$ cat config.mk
export PLATFORM = sky130hd
export DESIGN_NAME = axi_stream_packetizer
export DESIGN_NICKNAME = d
export VERILOG_FILES = /design/src/rtl/axi_stream_packetizer.sv
export SDC_FILE = /design/constraint.sdc
export NUM_CORES = 1
export LEC_CHECK = 0
export BUFFER_PORTS_ARGS = -buffer_cell sky130_fd_sc_hd__buf_2
export CORE_UTILIZATION = 38
export DETAILED_ROUTE_END_ITERATION = 8
export HOLD_SLACK_MARGIN = 0.06
export PLACE_DENSITY_LB_ADDON = 0.05
export RECOVER_POWER = 50
export SETUP_SLACK_MARGIN = 0.3
export SLEW_MARGIN = 10
export SYNTH_ARGS = -nofsm -noshare
export SYNTH_HDL_FRONTEND = slang
export SYNTH_SLANG_ARGS = --single-unit
$ cat constraint.sdc
create_clock -name clk -period 2.3 [get_ports clk]
set_input_delay 0 -clock clk [delete_from_list [all_inputs] [get_ports clk]]
set_output_delay 0 -clock clk [all_outputs]
set_load 0.01 [all_outputs]
$ cat src/rtl/axi_stream_packetizer.sv
// Frames an unframed AXI-stream into packets of pkt_len words, asserting tlast on each packet's final word.
// Define PKTZR_HEADER_EN to prepend a {seq,len} header word to every packet.
module axi_stream_packetizer #(
  parameter int WIDTH = 32,
  parameter int LEN_W = 16
) (
  input  logic             clk,
  input  logic             reset,
  input  logic             clear,
  input  logic [LEN_W-1:0] pkt_len,
  input  logic [WIDTH-1:0] i_tdata,
  input  logic             i_tvalid,
  output logic             i_tready,
  output logic [WIDTH-1:0] o_tdata,
  output logic             o_tvalid,
  output logic             o_tlast,
  input  logic             o_tready,
  output logic [15:0]      pkt_count
);

  typedef enum logic [1:0] {START, HDR, DATA} state_t;

  state_t           state, state_nxt;
  logic [LEN_W-1:0] len_q, len_nxt;
  logic [LEN_W-1:0] word_cnt, word_cnt_nxt;
  logic [15:0]      seq, seq_nxt;
  logic [WIDTH-1:0] tdata_nxt;
  logic             tvalid_nxt, tlast_nxt;
  logic             out_free, in_hs, last_word;

  assign out_free  = !o_tvalid || o_tready;
  assign in_hs     = i_tvalid && i_tready;
  assign last_word = (word_cnt == len_q - LEN_W'(1));

`ifdef PKTZR_HEADER_EN
  logic [15:0] len16;
  assign len16 = 16'(len_q);
`endif

  always_comb begin
    state_nxt    = state;
    len_nxt      = len_q;
    word_cnt_nxt = word_cnt;
    seq_nxt      = seq;
    tdata_nxt    = o_tdata;
    tvalid_nxt   = o_tvalid;
    tlast_nxt    = o_tlast;
    i_tready     = 1'b0;
    case (state)
      START: begin
        len_nxt = (pkt_len == '0) ? LEN_W'(1) : pkt_len;
        // The final word of the previous packet may drain during the bubble.
        if (out_free) tvalid_nxt = 1'b0;
`ifdef PKTZR_HEADER_EN
        state_nxt = HDR;
`else
        state_nxt = DATA;
`endif
      end
`ifdef PKTZR_HEADER_EN
      HDR: begin
        if (out_free) begin
          tdata_nxt  = WIDTH'({seq, len16});
          tvalid_nxt = 1'b1;
          tlast_nxt  = 1'b0;
          state_nxt  = DATA;
        end
      end
`endif
      DATA: begin
        i_tready = out_free && !reset;
        if (in_hs) begin
          tdata_nxt  = i_tdata;
          tvalid_nxt = 1'b1;
          tlast_nxt  = last_word;
          if (last_word) begin
            word_cnt_nxt = '0;
            seq_nxt      = seq + 16'd1;
            state_nxt    = START;
          end else begin
            word_cnt_nxt = word_cnt + LEN_W'(1);
          end
        end else if (out_free) begin
          tvalid_nxt = 1'b0;
        end
      end
      default: state_nxt = START;
    endcase
  end

  // Clear flushes everything except the completed-packet counter.
  always_ff @(posedge clk) begin
    if (reset || clear) begin
      state    <= START;
      len_q    <= LEN_W'(1);
      word_cnt <= '0;
      seq      <= '0;
      o_tdata  <= '0;
      o_tvalid <= 1'b0;
      o_tlast  <= 1'b0;
    end else begin
      state    <= state_nxt;
      len_q    <= len_nxt;
      word_cnt <= word_cnt_nxt;
      seq      <= seq_nxt;
      o_tdata  <= tdata_nxt;
      o_tvalid <= tvalid_nxt;
      o_tlast  <= tlast_nxt;
    end
  end

  always_ff @(posedge clk) begin
    if (reset) begin
      pkt_count <= '0;
    end else if (o_tvalid && o_tready && o_tlast) begin
      pkt_count <= pkt_count + 16'd1;
    end
  end

endmodule

-- Yosys cells after proc, flatten, opt, wreduce, memory -nomap -nowiden
Cells that the tools add are included.
- add/sub/neg operators: 3
- equal/unequal tests: 4
- multiplexer cells: 9
- reductions and logical operators: 13
- operators by type and width (cell ; number):
    adder 16 x 1 -> 16 bit, second input constant ; 2
    two-way mux 16 bit ; 2
    == test 16 bit ; 1
    logical NOT 16 bit ; 1
    subtractor 16 x 1 -> 16 bit, second input constant ; 1
    logical AND 1 bit ; 4
    two-way mux 2 bit ; 2
    inequality test 2 bit, second input constant ; 2
    case mux 2 bit (2 select lines) ; 1
    AND reduction 2 bit ; 2
    two-way mux 1 bit ; 3
    == test 2 bit, second input constant ; 1
    logical NOT 1 bit ; 2
    logical NOT 2 bit ; 1
    logical OR 1 bit ; 2
    case mux 1 bit (2 select lines) ; 1
    nonzero test 2 bit ; 1
- bits in registers: 84
- bits of input ports: 53
- output and inout port bits: 51

-- Longest topological paths before layout
Gate-level depths: netlist (run 1).
- depth in word-level cells: 7
- gate-level depth with buffers: 11

-- Least setup slack after synthesis (run 1)
No wires, ideal clock.
- path type: reg2reg
- start: reg len_q[0]
- end: reg word_cnt[11]
- setup time: 0.115 ns
- data arrival time: 2.418 ns
- path slack: -0.233 ns
- stages on the path, launching flop included: 12
- buffers on the path: 2
- period minus slack after synthesis: 2.533 ns
- cell sequence: dfxtp_1 inv_1 ha_1 buf_2 or3b_2 o21ai_0 o311ai_1 a2111oi_4 o2111ai_2 o21ai_4 buf_8 nor2_2
- longest elaborated chain between the ends: 3
- RTL lines (what ; RTL line ; source):
    from (decl) ; 24 ; logic [LEN_W-1:0] len_q, len_nxt;
    from (signal assigned) ; 103 ; len_q <= len_nxt;
    subtractor 16 x 1 -> 16 bit ; 33 ; assign last_word = (word_cnt == len_q - LEN_W'(1));
    == test 16 bit ; 33 ;
    two-way mux 16 bit ; 76 ; if (last_word) begin
    to (signal assigned) ; 104 ; word_cnt <= word_cnt_nxt;
    to (decl) ; 25 ; logic [LEN_W-1:0] word_cnt, word_cnt_nxt;
Every way passes these cells.
A chain may end at the register's enable or synchronous reset.

-- Worst setup path after layout (run 1)
- start: reg len_q[2]
- end: reg word_cnt[15]
The elaborated chain is that of the path after synthesis.

==> metrics.csv, run 1 <==
metric;value;unit
yosysUniqueCellTypes;55;
min_to;o_tdata[21];
yosysTopAreaCell;dfxtp_1;
swShare;0.2599;
htree_levels;3;
final.setup_skew;0.01423;ns
drtIter0Drc;125;
critPathRequiredTime;2.55;ns
tightestPinTransition;1.032;ns
antenna_cells;0;
ys_ff_latch;83;
die_h;102.6;um
multi_input_area;2111;um^2
cts_tree;yes;
finalNetCount;685;
grt_pass1_wl;16700;um
ff_latch_area;1675;um^2
synth_top_area_share;0.4320;
ios;104;
instances_no_fill;767;
io_buffers;103;
synth_area_per_cell;8.509;um^2
grt_max_degree;41;
rr_startpoint;len_q[2];
max_freq;420.2;MHz
r2r_end;word_cnt[15];
start_util;0.3935;
postPlaceCellArea;4758;um^2
die_area;10530;um^2
drt_first_pass_iters;5;
synthTopCellsByCount;83 x dfxtp_1, 81 x nand2_1, 49 x nor2_1;
cts_buffers;9;
min_path_type;in -> reg;
wl;10420;um
ir_drop;0.3924;mV
whs;0.1606;ns
fin_util;0.5580;
dp_cells;699;
slew_viol_final;0;
first_global_vias;3472;
place_congestion;0.8952;
leakagePower;2.040;nW
ant_nets;0;
syn_inst;452;
critPathKind;reg -> reg;
cp_max_fo;14;
reg2reg_depth;9;
synth.net_count;508;
drv_cap;0;
holdPathStages;5;
clkTransAtPathRegs;0.09;ns
slew_headroom;0.3119;
hp-start;i_tvalid;
ys_seq_area_frac;0.4320;
synth_most_common_cell;dfxtp_1;
status;finished with violations;
crit_path_end_kind;flop;
yosys_warnings;0;
r2r_setup_slack;-0.08;ns
rsz0062_at_grt;yes;
power_frac_seq;0.503;
ys.flop_type;dfxtp_1;
arrival;2.63;ns
antenna_found_initial;0;
clock_path_buffers;2;
num-fill-cells;940;
power_density;537.1;nW/um^2
crit_path_start_kind;flop;
intPower;2.168;mW
hold_violations;0;
clock_latency;0.36;ns
syn_area;3846;um^2
pre_cts_slack;-0.06984;ns
fin_crit;2.380;ns
fin_ws;-0.07987;ns
pwr-share-clk;0.372;
grt_overflow;0;
netlist_top_cells_area;dfxtp_1 43%, nand2_1 7.9%, xor2_1 6.1%;
final_area;5454;um^2
final-setup-viol-count;17;
num_vias;3718;
viasPerCell;4.847;
pwr-share-comb;0.125;
violations;negative setup slack;
syn_to_final_growth;41.80;%
timing.setup.tns;-1.084;ns
dp_hpwl;7037;um
wl_per_cell;13.59;um
post-route-drc-count;0;
core;9774;um^2
fin_crit_sh;1.035;
ys_async_sr_fraction;0;
row_count;36;
clockRootBuffer;clkbuf_8;
final_layout_size_suffix_gt1_frac;0.2192;
grt_usage;0.2044;
netSwitchingPower;761.2;uW
synth_edf_count;0;
numClockSinks;83;
die_w;102.6;um
finalPower;2.929;mW
-- metal layers --
metal / share of wire / wire, um / up-vias / track usage
met2: 0.49 / 5149 / 91 / 0.3421
met5: 0 / 0 / - / 0
met1: 0.44 / 4628 / 1732 / 0.2622
met3: 0.049 / 515 / 10 / 0.04475
met4: 0.012 / 127 / 0 / 0.06374
li1: - / - / 1885 / -
-- critical path, stage by stage (launching register included) --
cell and delay [ns]:
dfxtp_4 0.37, buf_6 0.12, or4bb_1 0.50, a2bb2oi_1 0.17, nand4_1 0.15, a2111oi_4 0.36
o2111ai_4 0.20, o21ai_4 0.18, buf_12 0.16, nor2_1 0.05
-- cell type report --
cell class                 instances  area share
clock buffer                      10     0.02340
clock inverter                     6     0.01354
inverter                           5    0.003900
multi-input combinational        338      0.3870
sequential                        83      0.3072
tap                              133     0.03051
timing repair buffer             192      0.2345
-- cells in the final DEF (no fill, tap or decap), types with 3 or more instances in the layout --
cell type,Yosys,final
nor4_1,5,5
nor2b_1,4,4
a2bb2oi_1,3,3
dfxtp_4,0,3
nor3_4,2,3
nor2_1,49,49
a21oi_1,35,33
clkbuf_1,21,53
dlygate4sd3_1,0,51
dfxtp_1,83,78
xor2_1,27,27
nor3b_1,4,4
buf_2,1,51
xnor2_1,20,20
clkbuf_8,0,9
nand3_1,20,19
nor2_2,9,9
mux2i_1,16,16
o21ai_0,4,4
nand2_1,81,80
buf_4,0,34
and3_1,7,7
nand4_1,12,12
-- repair_timing --
| action | CTS | global route |
|---|---|---|
| endpoints found under the setup margin | 18 | 18 |
| pin swaps | 1 | 8 |
| endpoints found under the hold margin | 57 | 0 |
| setup buffers | 0 | 1 |
| hold buffers | 51 | 0 |
| gates resized for setup | 1 | 14 |
| gates cloned | 0 | 0 |
-- power groups by stage --
| stage | registers (mW) | clock network, mW | logic [mW] |
|---|---|---|---|
| global placement | 1.51 | 0 | 0.291 |
| floorplan | 1.51 | 0 | 0.163 |
| finish | 1.47 | 1.09 | 0.366 |
| global route | 1.48 | 1.19 | 0.396 |
| CTS | 1.47 | 1.12 | 0.358 |
| detailed placement | 1.51 | 0 | 0.291 |
-- how the worst max path moves through the flow --
stage / start / end / slack, ns / cells after the start
3_5_place_dp: len_q[4] / word_cnt[5] / -0.07 / 8
6_report: len_q[2] / word_cnt[15] / -0.08 / 9
4_1_cts: len_q[4] / o_tlast / -0.06 / 8
5_1_grt: len_q[1] / word_cnt[3] / -0.18 / 10
3_3_place_gp: len_q[4] / word_cnt[3] / -0.03 / 8
2_1_floorplan: len_q[0] / word_cnt[11] / -0.09 / 11
-- registers in the layout, indices dropped and copies added, names as in the netlist --
name       count
o_tvalid       1
word_cnt      16
state          1
pkt_count     16
o_tdata       32
len_q         16
o_tlast        1
-- cells by family (layout without fill, tap and decap cells) --
family	after synthesis	count (layout)	synth area share
AO/OA/AOI/OAI	57	57	0.09728
XOR/XNOR	47	47	0.1070
flip-flops	83	83	0.4320
AND/OR/NAND/NOR	215	215	0.2768
buffers and inverters	31	213	0.03546
multiplexers	16	16	0.04164
adder cells (fa/ha/maj)	3	3	0.009760
Power figures use the tool's default switching activity.
==> run 2, diff against run 1 <==
BUFFER_PORTS_ARGS = -buffer_cell sky130_fd_sc_hd__buf_4   (was -buffer_cell sky130_fd_sc_hd__buf_2)
==> metrics.csv, run 2 (synthesized netlist as in run 1, its figures left out) <==
metric;value;unit;change
cts_setup_buffers;0;;unchanged
grt_overflow;0;;unchanged
tightestPinTransition;0.9664;ns;-0.06576 ns
clock_path_buffers;2;;unchanged
fin_crit;2.384;ns;+0.003950 ns
clock_latency;0.34;ns;-0.02 ns
max_freq;419.5;MHz;-0.17%
postPlaceCellArea;5011;um^2;+5.3%
antenna_cells;0;;unchanged
status;finished with violations;;
leakagePower;2.084;nW;+2.2%
wl;10220;um;-1.9%
power_density;532.4;nW/um^2;-0.87%
place_congestion;0.8806;;-1.6%
core;9774;um^2;unchanged
ant_nets;0;;unchanged
slew_viol_final;0;;unchanged
clockRootBuffer;clkbuf_8;;
arrival;2.67;ns;+0.04 ns
fin_crit_sh;1.036;;+0.001717
crit_path_start_kind;flop;;
cts_buffers;9;;unchanged
pre_cts_slack;-0.09266;ns;-0.02281 ns
grt_usage;0.1975;;-0.006928
largest_reg_flops;32;;unchanged
mostFrequentLayoutCells;89 x buf_4, 81 x nand2_1, 81 x dfxtp_1;;
cp_max_fo;5;;-9
fin_ws;-0.08382;ns;-0.003950 ns
dp_hpwl;7143;um;+1.5%
syn_to_final_growth;44.08;%;
use_met3;0.03051;;-0.01424
finalPower;2.950;mW;+0.72%
cts_tree;yes;;
ios;104;;unchanged
viasPerCell;4.894;;+0.97%
io_buffers;103;;unchanged
final_area;5542;um^2;+1.6%
final-setup-viol-count;18;;+1
die_area;10530;um^2;unchanged
ir_drop;0.3658;mV;-6.8%
crit_path_end_kind;flop;;
final_common_cell;buf_4;;
num-fill-cells;920;;-2.1%
critPathKind;reg -> reg;;
drv_cap;0;;unchanged
wl_per_cell;13.33;um;-1.9%
final_layout_size_suffix_gt1_frac;0.2114;;-0.007886
hold_violations;0;;unchanged
grtUsageMet1;0.2620;;about the same
post-route-drc-count;0;;unchanged
antenna_found_initial;0;;unchanged
critPathRequiredTime;2.58;ns;+0.03 ns
htree_levels;3;;unchanged
slew_headroom;0.3557;;+0.04384
whs;0.1979;ns;+0.03737 ns
min_path_type;in -> reg;;
row_count;36;;unchanged
clkTransAtPathRegs;0.09;ns;about the same
drtIter0Drc;110;;-12%
start_util;0.3935;;unchanged
numClockSinks;83;;unchanged
num_vias;3754;;+0.97%
drt_first_pass_iters;4;;-1
finalNetCount;685;;unchanged
first_global_vias;3503;;+0.89%
violations;negative setup slack;;
grt_use_met2;0.3303;;-0.01179
grt_max_degree;40;;-2.4%
grt_busiest_layer;met2;;
final.setup_skew;0.007187;ns;-0.007047 ns
top_register;o_tdata;;
timing.setup.tns;-1.266;ns;-0.1820 ns
die_w;102.6;um;unchanged
grt_pass1_wl;16370;um;-2.0%
die_h;102.6;um;unchanged
rsz0062_at_grt;yes;;
-- run 2: final timing paths --
kind | start | end | cells after the start | slack [ns]
max | len_q[4] | o_tlast | 8 | -0.08
min | i_tvalid | state[1] | 5 | 0.20
max reg2reg | len_q[4] | o_tlast | 8 | -0.08
min reg2reg | o_tdata[29] | o_tdata[29] | 2 | 0.46
-- run 2: area by class of cell --
class | count | area [um^2] | share of cell area
flip-flops and latches | 83 | 1667 | 0.3007
well taps | 133 | 166.4 | 0.03003
multi-input cells | 338 | 2090 | 0.3771
clock inverters | 6 | 71.32 | 0.01287
repair buffers | 192 | 1391 | 0.2511
inverters | 5 | 18.77 | 0.003387
clock buffers | 10 | 137.6 | 0.02484
-- run 2: through the flow --
step,utilization,instances
after floorplan,-,452
after global placement,0.5127,700
after detailed placement,0.5127,700
after CTS,0.5864,767
after global routing,0.5669,767
final,0.5669,767
-- run 2: repair_timing --
action,4_1_cts,5_1_grt
hold buffers,51,0
gates resized for setup,1,0
endpoints found under the setup margin,18,18
pin swaps,1,0
endpoints found under the hold margin,66,0
-- run 2: power by group --
part	switching (mW)	internal [mW]	leakage (nW)
Clock	0.546	0.541	0.0995
Sequential	0.0186	1.45	0.672
Combinational	0.169	0.223	1.31
Total	0.734	2.22	2.08
-- run 2: per-layer routing --
| layer | vias up | part of all wire |
|---|---|---|
| met5 | - | 0 |
| li1 | 1887 | - |
| met3 | 13 | 0.037 |
| met4 | 0 | 0.015 |
| met1 | 1764 | 0.47 |
| met2 | 90 | 0.47 |
-- run 2: critical path: stages (launching register included) --
cell and delay, ns:
dfxtp_2 0.36, or4_4 0.58, or3_1 0.37, a31oi_1 0.17, and4_1 0.26, o2111ai_4 0.15
buf_4 0.20, o21a_1 0.18, nor2_1 0.07
==> run 3, diff against run 2 <==
CAP_MARGIN = 15   (was default)
CORE_ASPECT_RATIO = 2   (was default)
==> metrics.csv, run 3 (synthesized netlist as in run 1, its figures left out) <==
metric;value;unit;change
final_area;5665;um^2;+2.2%
final-setup-viol-count;16;;-2
cts_tree;yes;;
instances_no_fill;766;;-0.13%
num_vias;3756;;+0.053%
antenna_cells;0;;unchanged
drv_cap;1;;+1
die_w;73.14;um;-29%
clockRootBuffer;clkbuf_16;;
rsz0062_at_grt;yes;;
fin_ws;-0.05980;ns;+0.02402 ns
leakagePower;2.121;nW;+1.8%
fin_crit_sh;1.026;;-0.01044
tightestPinTransition;1.532;ns;+0.5655 ns
final_layout_size_suffix_gt1_frac;0.2192;;+0.007886
wl_per_cell;14.56;um;+9.3%
clock_path_buffers;2;;unchanged
arrival;2.59;ns;-0.08 ns
crit_path_start_kind;flop;;
grt_pass1_wl;17620;um;+7.7%
drtIter0Drc;123;;+12%
multi_input_area;2121;um^2;+1.5%
slew_viol_final;41;;+41
grt_max_degree;41;;+2.5%
critPathKind;reg -> reg;;
postPlaceCellArea;5007;um^2;about the same
first_global_vias;3687;;+5.3%
top_register;o_tdata;;
row_count;51;;+42%
syn_to_final_growth;47.30;%;
cp_max_fo;14;;+9
status;finished with violations;;
grt_overflow;0;;unchanged
largest_reg_flops;32;;unchanged
die_h;144.3;um;+41%
ant_nets;0;;unchanged
ios;104;;unchanged
io_buffers;103;;unchanged
slew_headroom;-0.02125;;-0.3770
antenna_found_initial;0;;unchanged
final_common_cell;buf_4;;
dp_cells;697;;-0.43%
min_path_type;in -> reg;;
post-route-drc-count;0;;unchanged
finalPower;3.240;mW;+9.8%
max_freq;423.8;MHz;+1.0%
htree_levels;3;;unchanged
hold_violations;0;;unchanged
power_density;572.0;nW/um^2;+7.4%
die_area;10550;um^2;+0.24%
num-fill-cells;969;;+5.3%
cts_buffers;9;;unchanged
fin_crit;2.360;ns;-0.02401 ns
finalNetCount;685;;unchanged
mostFrequentLayoutCells;87 x buf_4, 80 x nand2_1, 79 x dfxtp_1;;
clock_latency;0.34;ns;about the same
critPathRequiredTime;2.53;ns;-0.05 ns
wl;11160;um;+9.1%
start_util;0.3940;;+0.0004538
final.setup_skew;0.008804;ns;+0.001617 ns
crit_path_end_kind;flop;;
ff_latch_area;1669;um^2;+0.15%
dp_hpwl;8046;um;+13%
ir_drop;0.4840;mV;+32%
place_congestion;0.9133;;+3.7%
drt_first_pass_iters;4;;unchanged
numClockSinks;83;;unchanged
viasPerCell;4.903;;+0.18%
clkTransAtPathRegs;0.06;ns;-0.03 ns
grt_usage;0.2240;;+0.02648
core;9763;um^2;-0.12%
violations;max-capacitance violations, max-slew violations, negative setup slack;;
whs;0.1942;ns;-0.003713 ns
## run 3: worst paths after layout
check / start / endpoint / slack (ns) / cells after the start
max: len_q[4] / word_cnt[15] / -0.06 / 8
min: i_tvalid / o_tdata[26] / 0.19 / 5
max reg2reg: len_q[4] / word_cnt[15] / -0.06 / 8
min reg2reg: o_tdata[22] / o_tdata[22] / 0.45 / 2
## run 3: stage by stage
step	setup TNS [ns]	utilization	setup WS, ns
2_1_floorplan	-0.9251	-	-0.09461
3_3_place_gp	-0.7926	0.5129	-0.06027
3_5_place_dp	-1.214	0.5129	-0.08572
4_1_cts	-0.9347	0.5977	-0.07451
5_1_grt	-2.833	0.5803	-0.1412
6_report	-0.7302	0.5803	-0.05980
## run 3: report_power, final
group / leakage, nW / internal [mW] / switching, mW / total (mW)
registers: 0.672 / 1.46 / 0.0194 / 1.47
logic: 1.32 / 0.225 / 0.173 / 0.398
clock network: 0.128 / 0.791 / 0.577 / 1.37
total: 2.12 / 2.47 / 0.769 / 3.24
## run 3: final cells by class
class	count	share of cell area
clock buffers	13	0.04594
multi-input cells	338	0.3743
flip-flops and latches	83	0.2946
inverters	5	0.003754
well taps	132	0.02915
repair buffers	192	0.2482
clock inverters	3	0.003975
## run 3: per-layer routing
layer	vias to the layer above	share of wire	GRT usage
met5	-	0	0
met4	0	0.036	0.1207
met3	25	0.039	0.04530
met2	111	0.55	0.4172
met1	1734	0.37	0.2250
li1	1886	-	-
## run 3: timing repair
| action | 4_1_cts | 5_1_grt |
|---|---|---|
| setup endpoints to repair | 18 | 18 |
| setup buffers | 2 | 0 |
| hold buffers | 51 | 0 |
| hold endpoints to repair | 66 | 0 |
| pin swaps | 0 | 4 |
| gates resized for setup | 6 | 7 |
## run 3: worst max-delay path: stages (launching register included)
cell       delay (ns)
dfxtp_2          0.34
or4_4            0.57
or3_1            0.36
a31oi_1          0.17
and4_1           0.25
o2111ai_4        0.16
o21ai_4          0.19
buf_12           0.17
nor2_1           0.05
